<file path="config.mk">
export PLATFORM = sky130hd
export DESIGN_NAME = seg_scan
export DESIGN_NICKNAME = d
export VERILOG_FILES = /design/src/rtl/seg_scan.sv
export SDC_FILE = /design/constraint.sdc
export NUM_CORES = 1
export LEC_CHECK = 0
export CAP_MARGIN = 40
export CORE_MARGIN = 3
export CORE_UTILIZATION = 62
export CTS_CLUSTER_DIAMETER = 50
export CTS_CLUSTER_SIZE = 20
export DETAILED_ROUTE_END_ITERATION = 16
export PLACE_DENSITY = 0.91
export REMOVE_ABC_BUFFERS = 1
export SYNTH_ARGS = -nofsm -noshare
export SYNTH_HDL_FRONTEND = slang
export SYNTH_SLANG_ARGS = --single-unit
</file>
<file path="constraint.sdc">
create_clock -name clk -period 9.88 [get_ports clk]
set_input_delay 1.976 -clock clk [delete_from_list [all_inputs] [get_ports clk]]
set_output_delay 1.976 -clock clk [all_outputs]
set_load 0.02 [all_outputs]
</file>
<file path="src/rtl/seg_scan.sv">
// -----------------------------------------------------------------------------
// seg_scan - six-digit multiplexed 7-segment driver for an HH.MM.SS clock.
//
// Binary hour/minute/second values are captured on their valid pulses and
// converted to BCD by one shared repeated-subtraction converter (one
// subtraction per cycle, priority seco > minu > hour). A scan counter walks
// the six digits, and segments/select are registered together at each wrap.
// A raw value of 100 or more blanks both digits of its field.
//
// Configuration macro:
//   SEG_SCAN_DP_BLINK_EN - separator dots toggle on every seco_vld pulse
//                          (lit after reset); undefined = always lit.
//
// Parameters:
//   SCAN_DIV - clk cycles each digit stays selected
//   DIGITS   - number of display digits, must be 6
//
// Ports:
//   clk                        system clock, rising edge
//   rst                        asynchronous active-high reset
//   hour / minu / seco  [7:0]  binary field values
//   hour_vld / minu_vld /      one-cycle pulse: matching value changed
//   seco_vld
//   seg                 [7:0]  active-low segments, [6:0] = g..a, [7] = dp
//   sel                 [5:0]  active-low one-hot digit select, [0] = rightmost
// -----------------------------------------------------------------------------
module seg_scan #(
  parameter int SCAN_DIV = 50000,
  parameter int DIGITS   = 6
) (
  input  logic       clk,
  input  logic       rst,
  input  logic [7:0] hour,
  input  logic [7:0] minu,
  input  logic [7:0] seco,
  input  logic       hour_vld,
  input  logic       minu_vld,
  input  logic       seco_vld,
  output logic [7:0] seg,
  output logic [5:0] sel
);

  localparam int               CNT_W   = (SCAN_DIV > 1) ? $clog2(SCAN_DIV) : 1;
  localparam logic [CNT_W-1:0] CNT_MAX = CNT_W'(SCAN_DIV - 1);
  localparam logic [2:0]       IDX_MAX = 3'(DIGITS - 1);
  // Digit-register code that encodes to an all-dark digit.
  localparam logic [3:0]       BLANK   = 4'hF;

  typedef enum logic [1:0] {S_IDLE, S_CONV, S_WRITE} state_t;

  // Field order everywhere: 0 = seco, 1 = minu, 2 = hour.
  logic [7:0] val [3];
  logic [2:0] vld;

  state_t     state_q, state_d;
  logic [2:0] pend_q,  pend_d;
  logic [7:0] raw_q [3];
  logic [7:0] raw_d [3];
  logic [1:0] fld_q,   fld_d;
  logic [7:0] work_q,  work_d;
  logic [3:0] tens_q,  tens_d;
  logic       blank_q, blank_d;
  logic [3:0] digit_q [6];
  logic [3:0] digit_d [6];
  logic [1:0] pick;

  logic [CNT_W-1:0] cnt_q, cnt_d;
  logic [2:0]       idx_q, idx_d;
  logic [7:0]       seg_q, seg_d;
  logic [5:0]       sel_q, sel_d;
  logic             wrap;
  logic             dp_on;

  assign val[0] = seco;
  assign val[1] = minu;
  assign val[2] = hour;
  assign vld    = {hour_vld, minu_vld, seco_vld};

  function automatic logic [7:0] enc7(input logic [3:0] d);
    case (d)
      4'd0:    enc7 = 8'hC0;
      4'd1:    enc7 = 8'hF9;
      4'd2:    enc7 = 8'hA4;
      4'd3:    enc7 = 8'hB0;
      4'd4:    enc7 = 8'h99;
      4'd5:    enc7 = 8'h92;
      4'd6:    enc7 = 8'h82;
      4'd7:    enc7 = 8'hF8;
      4'd8:    enc7 = 8'h80;
      4'd9:    enc7 = 8'h90;
      default: enc7 = 8'hFF;
    endcase
  endfunction

  // Highest-priority pending field.
  always_comb begin
    if (pend_q[0])      pick = 2'd0;
    else if (pend_q[1]) pick = 2'd1;
    else                pick = 2'd2;
  end

  // Capture, pending flags and the BCD converter.
  always_comb begin
    // NOTE: every variable gets a hold default first so no path infers a latch.
    state_d = state_q;
    pend_d  = pend_q;
    raw_d   = raw_q;
    fld_d   = fld_q;
    work_d  = work_q;
    tens_d  = tens_q;
    blank_d = blank_q;
    digit_d = digit_q;

    for (int f = 0; f < 3; f++) begin
      if (vld[f]) raw_d[f] = val[f];
    end

    unique case (state_q)
      S_IDLE: begin
        if (pend_q != 3'b000) begin
          fld_d        = pick;
          pend_d[pick] = 1'b0;
          work_d       = raw_q[pick];
          tens_d       = 4'd0;
          blank_d      = (raw_q[pick] >= 8'd100);
          state_d      = (raw_q[pick] >= 8'd100) ? S_WRITE : S_CONV;
        end
      end
      S_CONV: begin
        if (work_q >= 8'd10) begin
          work_d = work_q - 8'd10;
          tens_d = tens_q + 4'd1;
        end else begin
          state_d = S_WRITE;
        end
      end
      S_WRITE: begin
        digit_d[{fld_q, 1'b0}] = blank_q ? BLANK : work_q[3:0];
        digit_d[{fld_q, 1'b1}] = blank_q ? BLANK : tens_q;
        state_d                = S_IDLE;
      end
      default: state_d = S_IDLE;
    endcase

    // A fresh pulse re-arms the field even if it was just picked, so an
    // update arriving during its own conversion is reconverted afterwards.
    pend_d = pend_d | vld;
  end

`ifdef SEG_SCAN_DP_BLINK_EN
  logic dp_ph_q, dp_ph_d;

  always_comb dp_ph_d = dp_ph_q ^ seco_vld;
  assign dp_on = dp_ph_q;
`else
  assign dp_on = 1'b1;
`endif

  // Scan counter; outputs reload only at wrap so seg and sel always move
  // together and never show a mix of two digits.
  always_comb begin
    wrap  = (cnt_q == CNT_MAX);
    cnt_d = wrap ? '0 : cnt_q + 1'b1;
    idx_d = idx_q;
    seg_d = seg_q;
    sel_d = sel_q;
    if (wrap) begin
      idx_d = (idx_q == IDX_MAX) ? 3'd0 : idx_q + 3'd1;
      sel_d = ~(6'b000001 << idx_q);
      seg_d = enc7(digit_q[idx_q]);
      if (dp_on && (idx_q == 3'd2 || idx_q == 3'd4)) seg_d[7] = 1'b0;
    end
  end

  // NOTE: sequential state uses non-blocking assignments only.
  always_ff @(posedge clk or posedge rst) begin
    if (rst) begin
      state_q <= S_IDLE;
      pend_q  <= '0;
      // NOTE: the raw and digit arrays are a few flops, not RAM, and the
      // display must read 00 00 00 out of reset, so they are reset too.
      raw_q   <= '{default: '0};
      digit_q <= '{default: '0};
      fld_q   <= '0;
      work_q  <= '0;
      tens_q  <= '0;
      blank_q <= 1'b0;
      cnt_q   <= '0;
      idx_q   <= '0;
      seg_q   <= 8'hFF;
      sel_q   <= 6'h3F;
`ifdef SEG_SCAN_DP_BLINK_EN
      dp_ph_q <= 1'b1;
`endif
    end else begin
      state_q <= state_d;
      pend_q  <= pend_d;
      raw_q   <= raw_d;
      digit_q <= digit_d;
      fld_q   <= fld_d;
      work_q  <= work_d;
      tens_q  <= tens_d;
      blank_q <= blank_d;
      cnt_q   <= cnt_d;
      idx_q   <= idx_d;
      seg_q   <= seg_d;
      sel_q   <= sel_d;
`ifdef SEG_SCAN_DP_BLINK_EN
      dp_ph_q <= dp_ph_d;
`endif
    end
  end

  assign seg = seg_q;
  assign sel = sel_q;

endmodule

</file>
# Word level (Yosys, flattened, before mapping)
# Memories as Yosys holds them, arrays and structs flattened. A register that Yosys moved wholly into a read port is not among the register bits.
# Cells that the tools add are included.
# W data, S select, Z words.
# classes
n_eq_ne	9
shifts	1
n_reduce_logical	10
bitwise_logic	8
addsub	4
n_lt_le_gt_ge	10
n_mux	33
# ops
cell	count
$bwmux W24	2
$mux W4	8
$mux W8	4
$demux W4 S3	2
$add A16 B1 Y16 const B	1
$bmux W8 S2	1
$eq A16 B16 Y1 const B	1
$mux W16	1
$pmux W8 S2	1
$bmux W4 S3	1
$ge A4 B4 Y1 const B	3
$not A3 Y4	3
$mux W2	5
$mux W3	3
$ge A8 B4 Y1 const B	1
$ge A8 B7 Y1 const B	1
$lt A4 B1 Y1 const B	2
$pmux W4 S2	1
$sub A8 B4 Y8 const B	1
$eq A3 B3 Y1 const B	2
$ne A2 B2 Y1 const B	3
$not A6 Y6	1
$shl A1 B3 Y6 const A	1
$add A4 B1 Y4 const B	1
other kinds (21)	25
# word_totals
wordCells	95
in_bits	29
out_inout_bits	14
memories	1
register_bits	101
rom_bits	112
# mem_list
name	words	width	read_ports	rd_ports_with_merged_regs	write_ports	line_no	rtl
(no name shown)	16	7	1	1	0	80	case (d)

# Depth between registers and ports, before layout
# Gate-level depths: netlist (run 1).
# logic_depth
depth_word	11
mapped_depth	12
depth_no_buf	10

# Worst setup path before layout (run 1)
# Ideal clock, no wire load.
# synth_timing
path_kind	input port to flip-flop
from	input port seco_vld
to	register raw_q[16] (netlist bit)
t_required_ns	9.755
arrival_ns	2.622
setup_slack_ns	7.133
setup_time_ns	0.125
n_path_buf	1
path_stages	2
cell_sequence	clkbuf_1 > mux2_2
# synth_rtl
item	line_no	rtl
from (decl)	38	input logic seco_vld,
to (signal assigned)	198	raw_q <= raw_d;
to (decl)	57	logic [7:0] raw_q [3];
# No word-level cell between the ends.

# Worst setup path in the final report (run 1)
# layout_timing
from	register sel_q[1] (netlist: sel[1])
to	output port sel[1]
# layout_rtl
item	line_no	rtl
from (decl)	70	logic [5:0] sel_q, sel_d;
from (signal assigned)	207	sel_q <= sel_d;
to (decl)	40	output logic [5:0] sel
# No word-level cell between the ends.

==> results of run 1 <==
-- power by group through the flow --
stage | sequential, W | clock, W | combinational, W
2_1_floorplan | 0.000568 | 0 | 0.000294
3_3_place_gp | 0.000586 | 0 | 0.000364
3_5_place_dp | 0.000594 | 0 | 0.000382
4_1_cts | 0.000587 | 0.000243 | 0.000386
5_1_grt | 0.000603 | 0.000261 | 0.000435
6_report | 0.000589 | 0.000238 | 0.000388
-- layout make-up --
cell class / instances / area, sq um / share of cell area [%]
Clock buffer: 10 / 127.6 / 2.310
Clock inverter: 6 / 48.80 / 0.8832
Inverter: 15 / 57.56 / 1.042
Multi-Input combinational cell: 326 / 2165 / 39.18
Sequential cell: 101 / 2545 / 46.06
Tap cell: 99 / 123.9 / 2.242
Timing Repair Buffer: 47 / 457.9 / 8.288
-- cells in the mapped netlist, types with 2 or more instances --
cell type / number
mux2i_1: 15
a21o_1: 2
and2_1: 4
o22ai_1: 3
nor4bb_1: 2
dfrtp_1: 87
mux4_2: 2
xnor2_1: 10
mux4_1: 2
a21oi_1: 47
nand3_1: 5
o211ai_1: 2
nand2b_1: 5
o21a_1: 4
or3_1: 2
nor2_1: 75
nor3_1: 10
o221ai_1: 2
o21ai_0: 24
xor2_1: 8
dfstp_2: 14
o31ai_1: 2
buf_2: 5
mux2_2: 27
a22oi_1: 2
nor2b_1: 4
ha_1: 9
a22o_1: 5
inv_1: 15
nand4_1: 4
or2_2: 2
a31oi_1: 3
nand2_1: 25
buf_1: 2
clkbuf_1: 17
-- routing by layer --
| layer | global-route usage [%] | up-vias | routed length, um |
|---|---|---|---|
| met3 | 3.904 | 16 | 324 |
| li1 | - | 1692 | - |
| met4 | 10.46 | 0 | 187 |
| met1 | 28.46 | 1714 | 4039 |
| met5 | 0 | - | 0 |
| met2 | 38.23 | 96 | 4716 |
-- flip-flops by register name, summed over array words and instances, names as in the netlist, 3 cells and up --
signal   flops
cnt_q       16
tens_q       4
work_q       8
seg          8
idx_q        3
digit_q     24
pend_q       3
raw_q       24
sel          6
-- worst paths after layout --
kind	startpoint	to	cells past startpoint
min in group asynchronous	rst	cnt_q[6]$_DFF_PP0_	2
min	cnt_q[0]$_DFF_PP0_	cnt_q[0]$_DFF_PP0_	1
max	sel[1]$_DFFE_PP1N_	sel[1]	1
max in group asynchronous	rst	digit_q[17]$_DFFE_PP0P_	3
min reg2reg	cnt_q[0]$_DFF_PP0_	cnt_q[0]$_DFF_PP0_	1
max reg2reg	idx_q[0]$_DFFE_PP0N_	seg[6]$_DFFE_PP1N_	8
-- through the flow --
stage                     area (sq um)  util, %  power (W)  worst slack (ns)
after floorplan                   4753        -  0.0008619             5.280
after global placement            5349    71.82  0.0009494             6.263
after detailed placement          5349    71.82  0.0009769             6.232
after CTS                         5525    74.19   0.001216             6.373
after global routing              5525    74.19   0.001298             6.348
final                             5525    74.19   0.001215             6.390
-- cell families (layout without fill, tap and decap cells) --
logic type / count (synthesis) / count (layout)
DFF: 101 / 101
xor gates and xnor gates: 18 / 18
and+or+nand+nor: 146 / 146
adders and majority gates: 9 / 9
muxes: 46 / 46
AOI/OAI and AO/OA: 107 / 107
buffers and inverters: 41 / 78
==> impl_metrics.tcl, run 1 <==
set metrics [dict create \
    p_comb_share_pct 31.9 \
    grt_overflow_total 0 \
    htree_levels 3 \
    ctsHoldBuffers 0 \
    worst_slew_pin_slew_ns 0.8343 \
    crit_arrival_ns 1.51 \
    switching_share_pct 37.10 \
    yosys.area.top_type "dfrtp_1" \
    maxSlewHeadroom_pct 44.31 \
    initial_utilization_pct 65.37 \
    die_h_um 94.62 \
    layout_common_cells "dfrtp_1 (87), nor2_1 (75), a21oi_1 (47), clkdlybuf4s50_1 (42), mux2_2 (27)" \
    clock_sinks 101 \
    synth_fa_ha_area_share_pct 2.313 \
    hold_viol 0 \
    fillers 504 \
    synthXorXnorAreaFrac_pct 3.238 \
    crit_type "reg -> out" \
    cts-root-buf "clkbuf_8" \
    ctsResizeCount 0 \
    die_area_sq_um 8952 \
    cp_slowest_cell "clkdlybuf4s50_1" \
    p_seq_share_pct 48.5 \
    rsz0062_at_grt "no" \
    firstDrtPassIters 4 \
    synth_top_area_share_pct 44.72 \
    hold_ws_ns 0.4971 \
    leakage_nw 2.303 \
    first_global_vias 3481 \
    synth-seq-cells 101 \
    fin_crit_sh_pct 35.32 \
    cp_top_family "buffers and inverters" \
    p_per_area_nw_per_um2 219.9 \
    cts_tree "built" \
    postCtsSetupRepairBufs 0 \
    grt_pass1_wl_um 15890 \
    ant_nets 0 \
    net-switching-power_w 0.0004509 \
    port_buffers 42 \
    crit_path_end_kind "output port" \
    fin_crit_ns 3.490 \
    fmax_mhz 286.5 \
    nNetsFinal 538 \
    slew_viol_final 0 \
    hp-class "reg -> reg" \
    synth.avg_cell_area_sq_um 10.40 \
    crit_fanout 2 \
    cap_violations 0 \
    tns_ns 0 \
    syn_inst 468 \
    cp_data_required_time_ns 7.90 \
    synthToLayoutAreaGrowth_pct 13.49 \
    drive_gt1_share_pct 14.65 \
    slowest_delay_ns 0.59 \
    p_int_w 0.0007643 \
    async_flop_share_pct 100.0 \
    startpoint_type "flip-flop" \
    outcome "complete, no violations" \
    reg2reg_slack_ns 6.86 \
    grt_max_degree 52 \
    skew_ns 0.01625 \
    worstPathCellList "clkdlybuf4s50_1" \
    drt_iter0_markers 213 \
    wl_per_cell_um 15.34 \
    irDropWorstVdd_mv 0.1525 \
    synth-edff-count 0 \
    io_pins 43 \
    yosysWarnings 0 \
    clock_path_buffers 2 \
    grt_usage_pct 22.64 \
    crit_buf_inv 1 \
    synth-compound-area-share_pct 13.16 \
    synth_cell_types 56 \
    cts_buffers 9 \
    viasPerCell 5.825 \
    num_vias 3518 \
    yosys-top-cells-area "dfrtp_1 (45%), dfstp_2 (7.6%), mux2_2 (6.2%)" \
    ys_seq_area_share_pct 52.27 \
    clock_power_share_pct 19.6 \
    synthesis.area_sq_um 4868 \
    synth_top_family_by_area "simple AND/OR/NAND/NOR gates" \
    antenna_found_initial 0 \
    dp.final_hpwl_um 6667 \
    antenna_cells 0 \
    finalSetupViolations 0 \
    fp-row-count 31 \
    core_sq_um 7447 \
    dp_cells 588 \
    layout_commonest_cell "dfrtp_1" \
    die_w_um 94.62 \
    clk_latency_ns 0.37 \
    drc_errors 0 \
    synth-simple-area-share_pct 14.16 \
    synthFlopType "dfrtp_1" \
    clkSlewWorstSetupHoldPaths_ns 0.10 \
    layout.cells.non_filler 604 \
    synth_mux_area_share_pct 11.33 \
    wirelength_um 9267 \
    gp_congestion 0.9644 \
]
Note: power is estimated with default switching activity, not from simulation.
==> run 2, diff against run 1 <==
--- a/config.mk
+++ b/config.mk
@@ -7,11 +7,11 @@
 export LEC_CHECK = 0
 export CAP_MARGIN = 40
 export CORE_MARGIN = 3
-export CORE_UTILIZATION = 62
+export CORE_UTILIZATION = 52
 export CTS_CLUSTER_DIAMETER = 50
 export CTS_CLUSTER_SIZE = 20
 export DETAILED_ROUTE_END_ITERATION = 16
-export PLACE_DENSITY = 0.91
+export PLACE_DENSITY = 0.82
 export REMOVE_ABC_BUFFERS = 1
 export SYNTH_ARGS = -nofsm -noshare
 export SYNTH_HDL_FRONTEND = slang
==> constraint.sdc (replaced) <==
create_clock -name clk -period 3 [get_ports clk]
set_input_delay 0.6 -clock clk [delete_from_list [all_inputs] [get_ports clk]]
set_output_delay 0.6 -clock clk [all_outputs]
set_load 0.02 [all_outputs]
==> run 2 against run 1 <==
  * Via count shrank 0.20%
  * Cell count increased by 2.5%
  * Flip-flop and latch count stayed put
  * Utilization fell by 11 points
  * Global-route usage is 3.5 points lower
  * Power rose to 3.3 times the previous value
  * Register-to-register slack got worse by 6.4 ns
  * Cell area rose by 1.4%
  * Clock skew fell by 0.00097 ns
  * Critical path type is now reg -> reg
==> impl_metrics.tcl, run 2 (synthesized netlist as in run 1, its figures left out) <==
set metrics [dict create \
    antenna_found_initial 0 \
    firstDrtPassIters 4 \
    cts-root-buf "clkbuf_8" \
    wirelength_um 9339 \
    ctsHoldBuffers 0 \
    irDropWorstVdd_mv 0.2982 \
    core_sq_um 8891 \
    rsz0062_at_grt "no" \
    hp-class "reg -> reg" \
    num_vias 3511 \
    fin_crit_ns 2.553 \
    crit_type "reg -> reg" \
    cts_buffers 9 \
    tns_ns 0 \
    fin_crit_sh_pct 85.11 \
    p_per_area_nw_per_um2 719.5 \
    io_pins 43 \
    reg_top3 "digit_q x24, raw_q x24, cnt_q x16" \
    power_w 0.004032 \
    fmax_mhz 391.7 \
    crit_fanout 4 \
    grt_overflow_total 0 \
    maxSlewHeadroom_pct 54.99 \
    hold_viol 0 \
    viasPerCell 5.672 \
    ant_nets 0 \
    die_area_sq_um 10560 \
    clock_sinks 101 \
    fp-row-count 34 \
    die_w_um 102.8 \
    cap_violations 0 \
    layout_common_cells "dfrtp_1 (87), nor2_1 (75), a21oi_1 (47), clkdlybuf4s50_1 (42), mux2_2 (27)" \
    grt_pass1_wl_um 16000 \
    initial_utilization_pct 54.76 \
    layout_commonest_cell "dfrtp_1" \
    cp_data_required_time_ns 3.31 \
    dp.final_hpwl_um 6927 \
    outcome "complete, no violations" \
    drt_iter0_markers 144 \
    port_buffers 42 \
    first_global_vias 3557 \
    cts_tree "built" \
    crit_path_end_kind "flip-flop" \
    nNetsFinal 544 \
    crit_arrival_ns 2.87 \
    clk_latency_ns 0.37 \
    drc_errors 0 \
    grt_usage_pct 19.13 \
    clock_path_buffers 2 \
    drive_gt1_share_pct 15.85 \
    antenna_cells 0 \
    startpoint_type "flip-flop" \
    clkSlewWorstSetupHoldPaths_ns 0.11 \
    skew_ns 0.01527 \
    gp_congestion 0.9886 \
    postCtsSetupRepairBufs 0 \
    wl_per_cell_um 15.09 \
    ctsResizeCount 0 \
    leakage_nw 2.348 \
    fillers 709 \
    synthToLayoutAreaGrowth_pct 15.11 \
    worst_slew_pin_slew_ns 0.6743 \
    die_h_um 102.8 \
    slew_viol_final 0 \
    finalSetupViolations 0 \
    grt_max_degree 41 \
    htree_levels 3 \
]
==> run 2: stage by stage <==
| step | hold WS, ns | worst slack [ns] | utilization (%) | cell area, sq um | instances |
|---|---|---|---|---|---|
| after global routing | 0.5141 | 0.3467 | 63.03 | 5604 | 619 |
| final | 0.4876 | 0.4468 | 63.03 | 5604 | 619 |
| after detailed placement | 0.4716 | 0.4882 | 60.93 | 5418 | 603 |
| after floorplan | 0.4508 | -0.2240 | - | 4753 | 442 |
| after global placement | 0.4673 | 0.6071 | 60.93 | 5418 | 603 |
| after CTS | 0.4911 | 0.4693 | 63.03 | 5604 | 619 |
==> run 2: critical path, cell delays in order, from the launching register on <==
cell and delay (ns):
dfrtp_1 0.41, mux4_1 0.60, a21oi_1 0.34, inv_1 0.13, ha_1 0.25, a21oi_2 0.14, nor2_1 0.06, or3b_1 0.37
a22o_1 0.20
==> run 2: where the power goes <==
group / leakage, nW / switching, W / total [W] / internal [W]
Clock: 0.0931 / 0.000501 / 0.000822 / 0.000321
Sequential: 1.18 / 0.000272 / 0.00193 / 0.00166
Combinational: 1.08 / 0.000720 / 0.00128 / 0.000562
==> run 2: routing by layer <==
metal	vias up	GRT usage (%)	share of wire [%]
met5	-	0	0
met4	0	8.167	2.1
met3	17	3.180	3.2
met2	68	33.96	52
met1	1717	22.97	43
li1	1709	-	-
==> run 2: worst paths after layout <==
| check | start | endpoint | slack [ns] | depth (start not counted) |
|---|---|---|---|---|
| worst min register to register | seg[7]$_DFFE_PP1N_ | seg[7]$_DFFE_PP1N_ | 0.49 | 2 |
| worst min-delay path | seg[7]$_DFFE_PP1N_ | seg[7]$_DFFE_PP1N_ | 0.49 | 2 |
| worst max-delay path | idx_q[0]$_DFFE_PP0N_ | seg[6]$_DFFE_PP1N_ | 0.45 | 8 |
| worst max register to register | idx_q[0]$_DFFE_PP0N_ | seg[6]$_DFFE_PP1N_ | 0.45 | 8 |
| min in group asynchronous | rst | raw_q[8]$_DFFE_PP0P_ | 0.62 | 2 |
| max in group asynchronous | rst | seg[4]$_DFFE_PP1N_ | 1.68 | 3 |
==> run 2: final cells by class <==
class,instances,area [sq um],share of cell area (%)
Sequential cell,101,2545,45.41
Multi-Input combinational cell,326,2165,38.62
Timing Repair Buffer,53,515.5,9.198
Tap cell,108,135.1,2.411
Clock buffer,9,123.9,2.210
Clock inverter,7,62.56,1.116
Inverter,15,57.56,1.027
==> RTL change, RTL diff (settings of run 1) <==
Register the inputs `hour`, `minu`, `seco`, `hour_vld` and `minu_vld` before use. The logic sees them one clock later. The other inputs are not delayed to match. Comments in the files are not updated.
--- a/src/rtl/seg_scan.sv
+++ b/src/rtl/seg_scan.sv
@@ -50,2 +50,16 @@
 
+  logic [7:0] hour_q;
+  logic [7:0] minu_q;
+  logic [7:0] seco_q;
+  logic hour_vld_q;
+  logic minu_vld_q;
+
+  always_ff @(posedge clk) begin
+    hour_q     <= hour;
+    minu_q     <= minu;
+    seco_q     <= seco;
+    hour_vld_q <= hour_vld;
+    minu_vld_q <= minu_vld;
+  end
+
   // Field order everywhere: 0 = seco, 1 = minu, 2 = hour.
@@ -73,6 +87,6 @@
 
-  assign val[0] = seco;
-  assign val[1] = minu;
-  assign val[2] = hour;
-  assign vld    = {hour_vld, minu_vld, seco_vld};
+  assign val[0] = seco_q;
+  assign val[1] = minu_q;
+  assign val[2] = hour_q;
+  assign vld    = {hour_vld_q, minu_vld_q, seco_vld};
 
Check against the original RTL: no difference found for any inputs over 10 cycles, from zero or initial values and one cycle with rst high; that may be too few to reach the edited logic, so the function may still have changed.
==> RTL change against run 1 <==
First-iteration DRC count down 23%. Wire length up 20%. Global-route usage up 1.9 points. Critical path type unchanged. Sequential cell count up 26. Area after synthesis up 11%. Highest routed layer unchanged. Cell area up 17%. Largest power group unchanged. Power up 40%. Worst setup slack worse by 0.13 ns.
==> RTL change: results (changes against run 1) <==
| Metric | Value |
|---|---|
| Clock Latency Late Sink | 0.52 ns (+0.15 ns) |
| VDD IR max | 203.6 uV (+34%) |
| Post-synthesis area per instance | 10.87 um^2 (+4.5%) |
| Vias in the first global route | 3937 (+13%) |
| Gpl congestion | 0.8460 (-12%) |
| DR vias/cell | 5.890 (+1.1%) |
| DRT Wirelength | 11140 um (+20%) |
| Synth top area share | 0.4039 (-0.04329) |
| Crit path to | sel[2] |
| CTS clk-pin slew, worst paths | 0.06 ns (-0.04 ns) |
| Placed instance count | 623 (+6.0%) |
| Critical register-to-register path endpoint | seg[3]$_DFFE_PP1N_ |
| Worst hold path cell count | 1 (unchanged) |
| Status | complete, no violations |
| Seq/Total Area, Yosys | 0.5687 (+0.04596) |
| Total GRT Usage | 0.2454 (+0.01891) |
| First-pass GRT wire length | 18930 um (+19%) |
| Core ar. | 8341 um^2 (+12%) |
| Worst r2r path cells | 7 (-1) |
| Filler cells | 501 (-0.60%) |
| CTS H-tree depth | 4 (+1) |
| Hold Slack | 0.4632 ns (-0.03387 ns) |
| R2R Setup Slk | 6.71 ns (-0.15 ns) |
| Final nets | 575 (+6.9%) |
| DRT iter0 DRCs | 164 (-23%) |
| Most common library cells after synthesis | dfrtp_1 (87), nor2_1 (76), a21oi_1 (50) |
| Total CTS buffers | 17 (+8) |
| Placed cell areas | 5907 um^2 (+10%) |
| Largest net degree at the start of global routing | 60 (+15%) |
| Combinational Power Share | 0.239 (-0.080) |
| Dpl ws | 6.516 ns (+0.2846 ns) |
| Async S/R FF share, synth | 0.7953 (-0.2047) |
| Leakage dissipation | 2.715 nW (+18%) |
| Final HPWL DP | 7125 um (+6.9%) |
| Measured slew at the worst slew-check pin | 0.8082 ns (-0.02614 ns) |
| HP Start | minu_q[0]$_DFF_P_ |
| Switching share of power | 0.3320 (-0.03900) |
| Hold EP | raw_q[8]$_DFFE_PP0P_ |
| Layout cell share with drive strength beyond 1 | 0.1600 (+0.01347) |
| Synth top area cells | dfrtp_1 (40%), dfxtp_1 (9.7%), dfstp_2 (6.8%) |
| Min Tclk post-route | 3.623 ns (+0.1328 ns) |
| Net Sw Power | 0.0005633 W (+25%) |
| Synth cell types | 62 (+11%) |
| Crit path launch | sel[2]$_DFFE_PP1N_ |
| Clk_skew | 0.01128 ns (-0.004966 ns) |
| WL/cell | 17.01 um (+11%) |
| Clock power share | 0.342 (+0.146) |
## RTL change: logic make-up (layout without fill, tap and decap cells)
kind of cell | Yosys count | after routing | share of synthesized area
buffers and inverters | 38 | 92 | 0.02948
flip-flops | 127 | 127 | 0.5687
XOR/XNOR | 18 | 18 | 0.02925
AND/OR/NAND/NOR | 150 | 150 | 0.1302
multiplexers | 45 | 45 | 0.09935
adder cells (fa/ha/maj) | 9 | 9 | 0.02089
AO/OA/AOI/OAI | 109 | 109 | 0.1221
## RTL change: final cells by class
cell class,count,area [um^2],area share
Clock inverter,13,128.9,0.01993
Multi-Input combinational cell,331,2178,0.3368
Clock buffer,19,431.7,0.06674
Sequential cell,127,3065,0.4740
Timing Repair Buffer,48,485.5,0.07506
Inverter,12,46.29,0.007158
Tap cell,105,131.4,0.02031
## RTL change: per-layer routing
metal	vias up	wire length [um]	global-route usage
met4	0	401	0.1292
met3	34	507	0.06031
met5	-	0	0
met1	1864	4357	0.2815
li1	1826	-	-
met2	134	5876	0.4241
